===== config.mk =====
export PLATFORM = sky130hd
export DESIGN_NAME = tqvp_multi_pad_poller
export DESIGN_NICKNAME = d
export VERILOG_FILES = /design/src/rtl/tqvp_pad_pkg.sv /design/src/rtl/tqvp_pad_chan.sv /design/src/rtl/tqvp_multi_pad_poller.sv
export SDC_FILE = /design/constraint.sdc
export NUM_CORES = 1
export LEC_CHECK = 0
export CORE_MARGIN = 2
export CORE_UTILIZATION = 45
export DETAILED_ROUTE_END_ITERATION = 8
export PLACE_DENSITY = 0.71
export SYNTH_ARGS = -nofsm -noshare
export SYNTH_HDL_FRONTEND = slang
export SYNTH_SLANG_ARGS = --single-unit

===== constraint.sdc =====
create_clock -name clk -period 5.85 [get_ports clk]
set_input_delay 0.585 -clock clk [delete_from_list [all_inputs] [get_ports clk]]
set_output_delay 0.585 -clock clk [all_outputs]
set_load 0.005 [all_outputs]

===== src/rtl/tqvp_pad_pkg.sv =====
// Shared definitions for the multi-pad NES/SNES poller.
// Register map, control bits, FSM states and pad modes.
package tqvp_pad_pkg;

    localparam int MAX_PADS = 4;

    localparam logic [3:0] ADDR_CTRL   = 4'h0;
    localparam logic [3:0] ADDR_STATUS = 4'h1;
    localparam logic [3:0] ADDR_EVT    = 4'h2;
    localparam logic [3:0] ADDR_MODE   = 4'h3;
    localparam logic [3:0] ADDR_IRQ_EN = 4'h4;

    localparam int CTRL_EN   = 0;
    localparam int CTRL_AUTO = 1;
    localparam int CTRL_TRIG = 2;

    localparam int STAT_BUSY = 0;
    localparam int STAT_DONE = 1;

    localparam logic MODE_NES  = 1'b0;
    localparam logic MODE_SNES = 1'b1;

    typedef enum logic [2:0] {
        ST_IDLE,
        ST_LATCH,
        ST_LOW,
        ST_HIGH,
        ST_DONE
    } pad_state_t;

    function automatic int max3(input int a, input int b, input int c);
        int m;
        m = (a > b) ? a : b;
        return (m > c) ? m : c;
    endfunction

endpackage


===== src/rtl/tqvp_pad_chan.sv =====
// One pad channel: serial capture, committed buttons, press events.
// The shift register is only published on the commit strobe.
module tqvp_pad_chan
    import tqvp_pad_pkg::*;
(
    input  logic        clk,
    input  logic        rst_n,
    input  logic        pad_bit,
    input  logic        sample,
    input  logic [3:0]  bit_idx,
    input  logic        commit,
    input  logic        clear,
    input  logic        mode,
    output logic [15:0] buttons,
    output logic        evt
);

    logic [15:0] shreg;
    logic [15:0] btn_next;
    logic        pressed;

    assign btn_next = (mode == MODE_SNES) ? shreg : {8'h00, shreg[7:0]};
    assign pressed  = |(btn_next & ~buttons);

    // Capture the inverted pad bit at the current bit position.
    always_ff @(posedge clk or negedge rst_n) begin
        if (!rst_n) begin
            shreg <= '0;
        end else if (sample) begin
            shreg[bit_idx] <= ~pad_bit;
        end
    end

    // Publish a whole frame at once and latch newly pressed buttons.
    always_ff @(posedge clk or negedge rst_n) begin
        if (!rst_n) begin
            buttons <= '0;
            evt     <= 1'b0;
        end else begin
            if (commit) begin
                buttons <= btn_next;
            end
            evt <= (evt & ~clear) | (commit & pressed);
        end
    end

endmodule


===== src/rtl/tqvp_multi_pad_poller.sv =====
// TinyQV byte-register peripheral polling up to four NES/SNES pads.
// Shared latch/clock timing FSM, auto-poll timer and register file.
module tqvp_multi_pad_poller
    import tqvp_pad_pkg::*;
#(
    parameter int NUM_PADS  = 2,
    parameter int LATCH_CYC = 768,
    parameter int HALF_CYC  = 384,
    parameter int POLL_CYC  = 1066667
) (
    input  logic                clk,
    input  logic                rst_n,
    input  logic [NUM_PADS-1:0] pad_data,
    output logic                pad_latch,
    output logic                pad_clk,
    input  logic [3:0]          address,
    input  logic                data_write,
    input  logic [7:0]          data_in,
    output logic [7:0]          data_out,
    output logic                irq
);

    localparam int CNT_MAX = max3(LATCH_CYC, HALF_CYC, POLL_CYC);
    localparam int CNT_W   = $clog2(CNT_MAX + 1);

    localparam logic [CNT_W-1:0] LATCH_LD = CNT_W'(LATCH_CYC - 1);
    localparam logic [CNT_W-1:0] HALF_LD  = CNT_W'(HALF_CYC - 1);
    localparam logic [CNT_W-1:0] POLL_LD  = CNT_W'(POLL_CYC - 1);
    localparam logic [CNT_W-1:0] CNT_ONE  = CNT_W'(1);

    localparam logic [MAX_PADS-1:0] PAD_MASK = MAX_PADS'((1 << NUM_PADS) - 1);

    pad_state_t state, state_nxt;

    logic [CNT_W-1:0] cnt, cnt_nxt;
    logic [CNT_W-1:0] poll_cnt;
    logic [4:0]       bit_idx, bit_idx_nxt;
    logic [4:0]       nbits;

    logic ctrl_en, ctrl_auto;
    logic trig_pend;
    logic frame_done;
    logic nbits16;

    logic [MAX_PADS-1:0] mode_reg;
    logic [MAX_PADS-1:0] mode_frm;
    logic [MAX_PADS-1:0] irq_en;
    logic [MAX_PADS-1:0] evt;
    logic [MAX_PADS-1:0] evt_clr;
    logic [15:0]         btn [MAX_PADS];

    logic wr_ctrl, wr_evt, wr_mode, wr_irq;
    logic en_now;
    logic poll_run, poll_exp;
    logic start;
    logic sample, commit;
    logic busy;
    logic unused_bits;

    assign wr_ctrl = data_write && (address == ADDR_CTRL);
    assign wr_evt  = data_write && (address == ADDR_EVT);
    assign wr_mode = data_write && (address == ADDR_MODE);
    assign wr_irq  = data_write && (address == ADDR_IRQ_EN);

    assign en_now   = wr_ctrl ? data_in[CTRL_EN] : ctrl_en;
    assign poll_run = ctrl_en && ctrl_auto;
    assign poll_exp = poll_run && (poll_cnt == '0);
    assign start    = (state == ST_IDLE) && en_now && (poll_exp || trig_pend);
    assign busy     = (state != ST_IDLE);
    assign nbits    = nbits16 ? 5'd16 : 5'd8;
    assign evt_clr  = wr_evt ? data_in[MAX_PADS-1:0] : '0;

    assign pad_latch = (state == ST_LATCH);
    assign pad_clk   = (state != ST_LOW);
    assign irq       = |(evt & irq_en);

    assign unused_bits = ^{data_in[7:MAX_PADS], mode_frm};

    // Timing state register.
    always_ff @(posedge clk or negedge rst_n) begin
        if (!rst_n) begin
            state   <= ST_IDLE;
            cnt     <= '0;
            bit_idx <= '0;
        end else begin
            state   <= state_nxt;
            cnt     <= cnt_nxt;
            bit_idx <= bit_idx_nxt;
        end
    end

    // Next-state logic; disabling aborts without any commit.
    always_comb begin
        state_nxt   = state;
        cnt_nxt     = cnt;
        bit_idx_nxt = bit_idx;
        sample      = 1'b0;
        commit      = 1'b0;
        unique case (state)
            ST_IDLE: begin
                if (start) begin
                    state_nxt   = ST_LATCH;
                    cnt_nxt     = LATCH_LD;
                    bit_idx_nxt = '0;
                end
            end
            ST_LATCH: begin
                if (cnt == '0) begin
                    state_nxt = ST_LOW;
                    cnt_nxt   = HALF_LD;
                end else begin
                    cnt_nxt = cnt - CNT_ONE;
                end
            end
            ST_LOW: begin
                if (cnt == '0) begin
                    sample    = 1'b1;
                    state_nxt = ST_HIGH;
                    cnt_nxt   = HALF_LD;
                end else begin
                    cnt_nxt = cnt - CNT_ONE;
                end
            end
            ST_HIGH: begin
                if (cnt == '0) begin
                    bit_idx_nxt = bit_idx + 5'd1;
                    cnt_nxt     = HALF_LD;
                    if (bit_idx + 5'd1 == nbits) begin
                        state_nxt = ST_DONE;
                    end else begin
                        state_nxt = ST_LOW;
                    end
                end else begin
                    cnt_nxt = cnt - CNT_ONE;
                end
            end
            ST_DONE: begin
                commit    = 1'b1;
                state_nxt = ST_IDLE;
            end
            default: begin
                state_nxt = ST_IDLE;
            end
        endcase
        if (!en_now) begin
            state_nxt = ST_IDLE;
            sample    = 1'b0;
            commit    = 1'b0;
        end
    end

    // Frame length and per-pad modes are frozen at frame start.
    always_ff @(posedge clk or negedge rst_n) begin
        if (!rst_n) begin
            nbits16  <= 1'b0;
            mode_frm <= '0;
        end else if (start) begin
            nbits16  <= |mode_reg;
            mode_frm <= mode_reg;
        end
    end

    // Free-running poll timer, held at reload while not auto-polling.
    always_ff @(posedge clk or negedge rst_n) begin
        if (!rst_n) begin
            poll_cnt <= POLL_LD;
        end else if (!poll_run || poll_cnt == '0) begin
            poll_cnt <= POLL_LD;
        end else begin
            poll_cnt <= poll_cnt - CNT_ONE;
        end
    end

    // Software trigger stays pending until its frame starts.
    always_ff @(posedge clk or negedge rst_n) begin
        if (!rst_n) begin
            trig_pend <= 1'b0;
        end else if (wr_ctrl && data_in[CTRL_TRIG]) begin
            trig_pend <= 1'b1;
        end else if (start || !ctrl_en) begin
            trig_pend <= 1'b0;
        end
    end

    // Writable control registers and sticky frame-done flag.
    always_ff @(posedge clk or negedge rst_n) begin
        if (!rst_n) begin
            ctrl_en    <= 1'b0;
            ctrl_auto  <= 1'b0;
            frame_done <= 1'b0;
            mode_reg   <= '0;
            irq_en     <= '0;
        end else begin
            if (wr_ctrl) begin
                ctrl_en   <= data_in[CTRL_EN];
                ctrl_auto <= data_in[CTRL_AUTO];
            end
            if (commit) begin
                frame_done <= 1'b1;
            end else if (wr_ctrl) begin
                frame_done <= 1'b0;
            end
            if (wr_mode) begin
                mode_reg <= data_in[MAX_PADS-1:0] & PAD_MASK;
            end
            if (wr_irq) begin
                irq_en <= data_in[MAX_PADS-1:0] & PAD_MASK;
            end
        end
    end

    for (genvar p = 0; p < MAX_PADS; p++) begin : g_pad
        if (p < NUM_PADS) begin : g_on
            tqvp_pad_chan u_chan (
                .clk     (clk),
                .rst_n   (rst_n),
                .pad_bit (pad_data[p]),
                .sample  (sample),
                .bit_idx (bit_idx[3:0]),
                .commit  (commit),
                .clear   (evt_clr[p]),
                .mode    (mode_frm[p]),
                .buttons (btn[p]),
                .evt     (evt[p])
            );
        end else begin : g_off
            assign btn[p] = '0;
            assign evt[p] = 1'b0;
        end
    end

    // Read decode; unmapped addresses and bits read zero.
    always_comb begin
        data_out = 8'h00;
        unique case (1'b1)
            address[3]: begin
                if (address[0]) begin
                    data_out = btn[address[2:1]][15:8];
                end else begin
                    data_out = btn[address[2:1]][7:0];
                end
            end
            address == ADDR_CTRL:   data_out = {6'b0, ctrl_auto, ctrl_en};
            address == ADDR_STATUS: data_out = {6'b0, frame_done, busy};
            address == ADDR_EVT:    data_out = {4'b0, evt};
            address == ADDR_MODE:   data_out = {4'b0, mode_reg};
            address == ADDR_IRQ_EN: data_out = {4'b0, irq_en};
            default:                data_out = 8'h00;
        endcase
    end

endmodule


==> results.ini <==
[clock_network]
path_clk_slew_ps=60
cts_tree=done
cts.hold.buffers_added=0
cts_setup_buffers=0
cts_buffer_depth=2
clkSinkCount=127
cts_htree_levels=4
numCtsBuffers=17
cts.repair.resized=0
root_buffer=clkbuf_16
clock_latency_ps=420

[critical_path]
startpoint_type=input port
crit_arrival_ps=2970
worstPathRequired_ps=5270
crit_fanout=14
worst_path_most_repeated_cell=clkdlybuf4s50_1
critPathKind=in2out
cp_slowest_cell=clkdlybuf4s50_1
slowest_delay_ps=1040
endpoint_kind=output pin
path_cells=clkdlybuf4s50_1, mux4_2, mux2i_1, o21ai_0, clkdlybuf4s50_1

[timing]
slew_violations=0
slew_headroom_pct=32.71
fin_crit_sh_pct=60.70
rsz0062_at_grt=false
period_needed_ps=3551
tightest_slew_ps=995.3
fin_tns_setup_ps=0
max_freq_mhz=281.6
setup_viol_count_final=0
hold_viol=0
fin_ws_ps=2299
finClkSkew_ps=9.709

[place]
portBuffers=22
pre_cts_slack_ps=2124
place.gp.congestion=0.8351
place_area_mm2=0.006844
place_hpwl_um=9921

[floorplanning]
core-area_mm2=0.01393
dieArea_mm2=0.01534
row_count=43
die_w_um=123.9
ios=28
die_h_um=123.9
start_util_pct=46.40

[run]
drv_cap=0

[finish]
design_area_mm2=0.007515
reg.largest.list=g_pad.g_on.u_chan.buttons: 32 flops, g_pad.g_on.u_chan.shreg: 32 flops
drive_gt1_share_pct=11.72
area_growth_syn_to_layout_pct=16.22
nFillCells=1173
finalNetCount=685
fin_util_pct=53.93
diodes=0

[synth]
syn_area_mm2=0.006466
syn_area_per_cell_um2=10.14
async_reset_ff_share_pct=100.0
synth-edff-count=0
ys_seq_elements=127
netlist_instances=638
synth_ff_type=dfrtp_1
yosysSeqAreaShare_pct=49.30
yosysWarnings=0
syn_nets=662
synth_cell_types=62

[route]
drt_iter0_drc=405
drtPass1Iterations=5
drt_wl_total_um=14710
drc=0
antenna_left=0
wl_per_cell_um=17.22
viasPerCell=5.789
vias=4944

[global_routing]
grt_overflow_total=0
grt_pass1_wl_um=24310
grt_pass1_vias=4858
antenna_found_initial=0
grt_start_max_net_pins=81
track_usage_pct=20.61

[hold_path]
hold_path_class=in2async

[pwr]
p_leak_nw=3.240
power_density_mw_per_mm2=324.6
peakVddDrop_v=0.0002537

[outcome]
outcome=complete, no violations

-- critical path: cells and delay by family --
| kind | cells | cell delay, ps |
|---|---|---|
| buffers and inverters | 2 | 1490 |
| muxes | 2 | 770 |
| AOI/OAI and AO/OA | 1 | 110 |
-- metal layers --
metal / up-vias / track usage, % / part of all wire [%]
met5: - / 0 / 0
met4: 0 / 8.594 / 2.0
met3: 29 / 4.579 / 4.1
met2: 97 / 32.66 / 47
met1: 2481 / 27.37 / 46
li1: 2337 / - / -
-- synth_stat cells (4+ instances only) --
cell	number	share of area, %
or4_1	4	0.46
nor2b_1	8	0.77
a211o_1	7	0.95
clkbuf_1	17	0.99
nor3_1	20	1.5
and4_1	17	2.3
mux2_2	5	0.87
a31oi_1	4	0.39
nand2_1	82	4.8
or2_2	4	0.39
xnor2_1	12	1.6
o21ai_0	49	3.8
o22ai_1	16	1.5
and3_1	13	1.3
dfrtp_1	119	46
o21a_1	4	0.46
inv_1	43	2.5
mux2i_1	35	5.4
nor4b_1	4	0.54
a21oi_1	16	1.2
nor4_1	9	0.87
mux4_2	10	3.5
dfstp_2	8	3.3
nand2b_1	5	0.48
nor2_1	31	1.8
or3_1	11	1.1
a21o_1	5	0.58
nand3_1	12	0.93
ha_1	7	1.4
xor2_1	6	0.81
-- placed cells by master, fill, tap and decap left out, types with 6 or more instances in the layout --
| cell | count |
|---|---|
| and4_1 | 17 |
| inv_1 | 43 |
| mux4_2 | 10 |
| and3_1 | 13 |
| nand2_1 | 82 |
| clkdlybuf4s50_1 | 21 |
| xnor2_1 | 12 |
| nor2b_1 | 8 |
| xor2_1 | 6 |
| nor4_1 | 9 |
| dfstp_2 | 8 |
| nor2_1 | 31 |
| o21ai_0 | 49 |
| buf_4 | 6 |
| a211o_1 | 7 |
| a21oi_1 | 16 |
| dfrtp_1 | 119 |
| ha_1 | 7 |
| mux2i_1 | 35 |
| or3_1 | 11 |
| nor3_1 | 20 |
| nand3_1 | 12 |
| clkbuf_16 | 17 |
| o22ai_1 | 16 |
-- stage by stage --
step	cells	total power, W	hold WS, ps
6_report	854	0.002439	314.9
4_1_cts	854	0.002448	377.4
2_1_floorplan	638	0.001178	289.4
3_3_place_gp	822	0.001254	465.8
5_1_grt	854	0.002527	440.7
3_5_place_dp	822	0.001270	487.2
-- kinds of logic (layout without fill, tap and decap cells) --
logic type                 Yosys count  after routing  synth area share, %
and+or+nand+nor                    237            237                19.27
AOI/OAI and AO/OA                  131            131                13.43
DFF                                127            127                49.30
buffers and inverters               66            102                4.083
muxes                               52             52                10.12
xor gates and xnor gates            18             18                2.438
adders and majority gates            7              7                1.354
-- power breakdown --
| part | switching, W | total [W] | internal, W |
|---|---|---|---|
| combinational | 0.000141 | 0.000240 | 0.0000988 |
| clock | 0.000402 | 0.00118 | 0.000779 |
| sequential | 0.0000803 | 0.00102 | 0.000938 |
-- worst paths after layout --
check	to	start	cells after the start	slack (ps)
worst max-delay path	data_out[1]	address[1]	5	2300
worst min-delay path	cnt[3]$_DFFE_PN0P_	rst_n	1	310
worst max register to register	cnt[13]$_DFFE_PN0P_	poll_cnt[0]$_DFF_PN0_	7	2760
worst min register to register	poll_cnt[0]$_DFF_PN0_	poll_cnt[0]$_DFF_PN0_	1	500
max in group asynchronous	bit_idx[2]$_DFFE_PN0P_	rst_n	2	4290
min in group clk	poll_cnt[0]$_DFF_PN0_	poll_cnt[0]$_DFF_PN0_	1	500
-- final cells by class --
type                            count  area (µm²)  share of cell area, %
Clock buffer                       19       452.9                  6.027
Tap cell                          180       225.2                  2.997
Timing Repair Buffer               27       255.2                  3.397
Inverter                           43       161.4                  2.148
Clock inverter                     13       211.5                  2.814
Multi-Input combinational cell    445        3020                  40.19
Sequential cell                   127        3188                  42.42
Power figures use the tool's default switching activity.
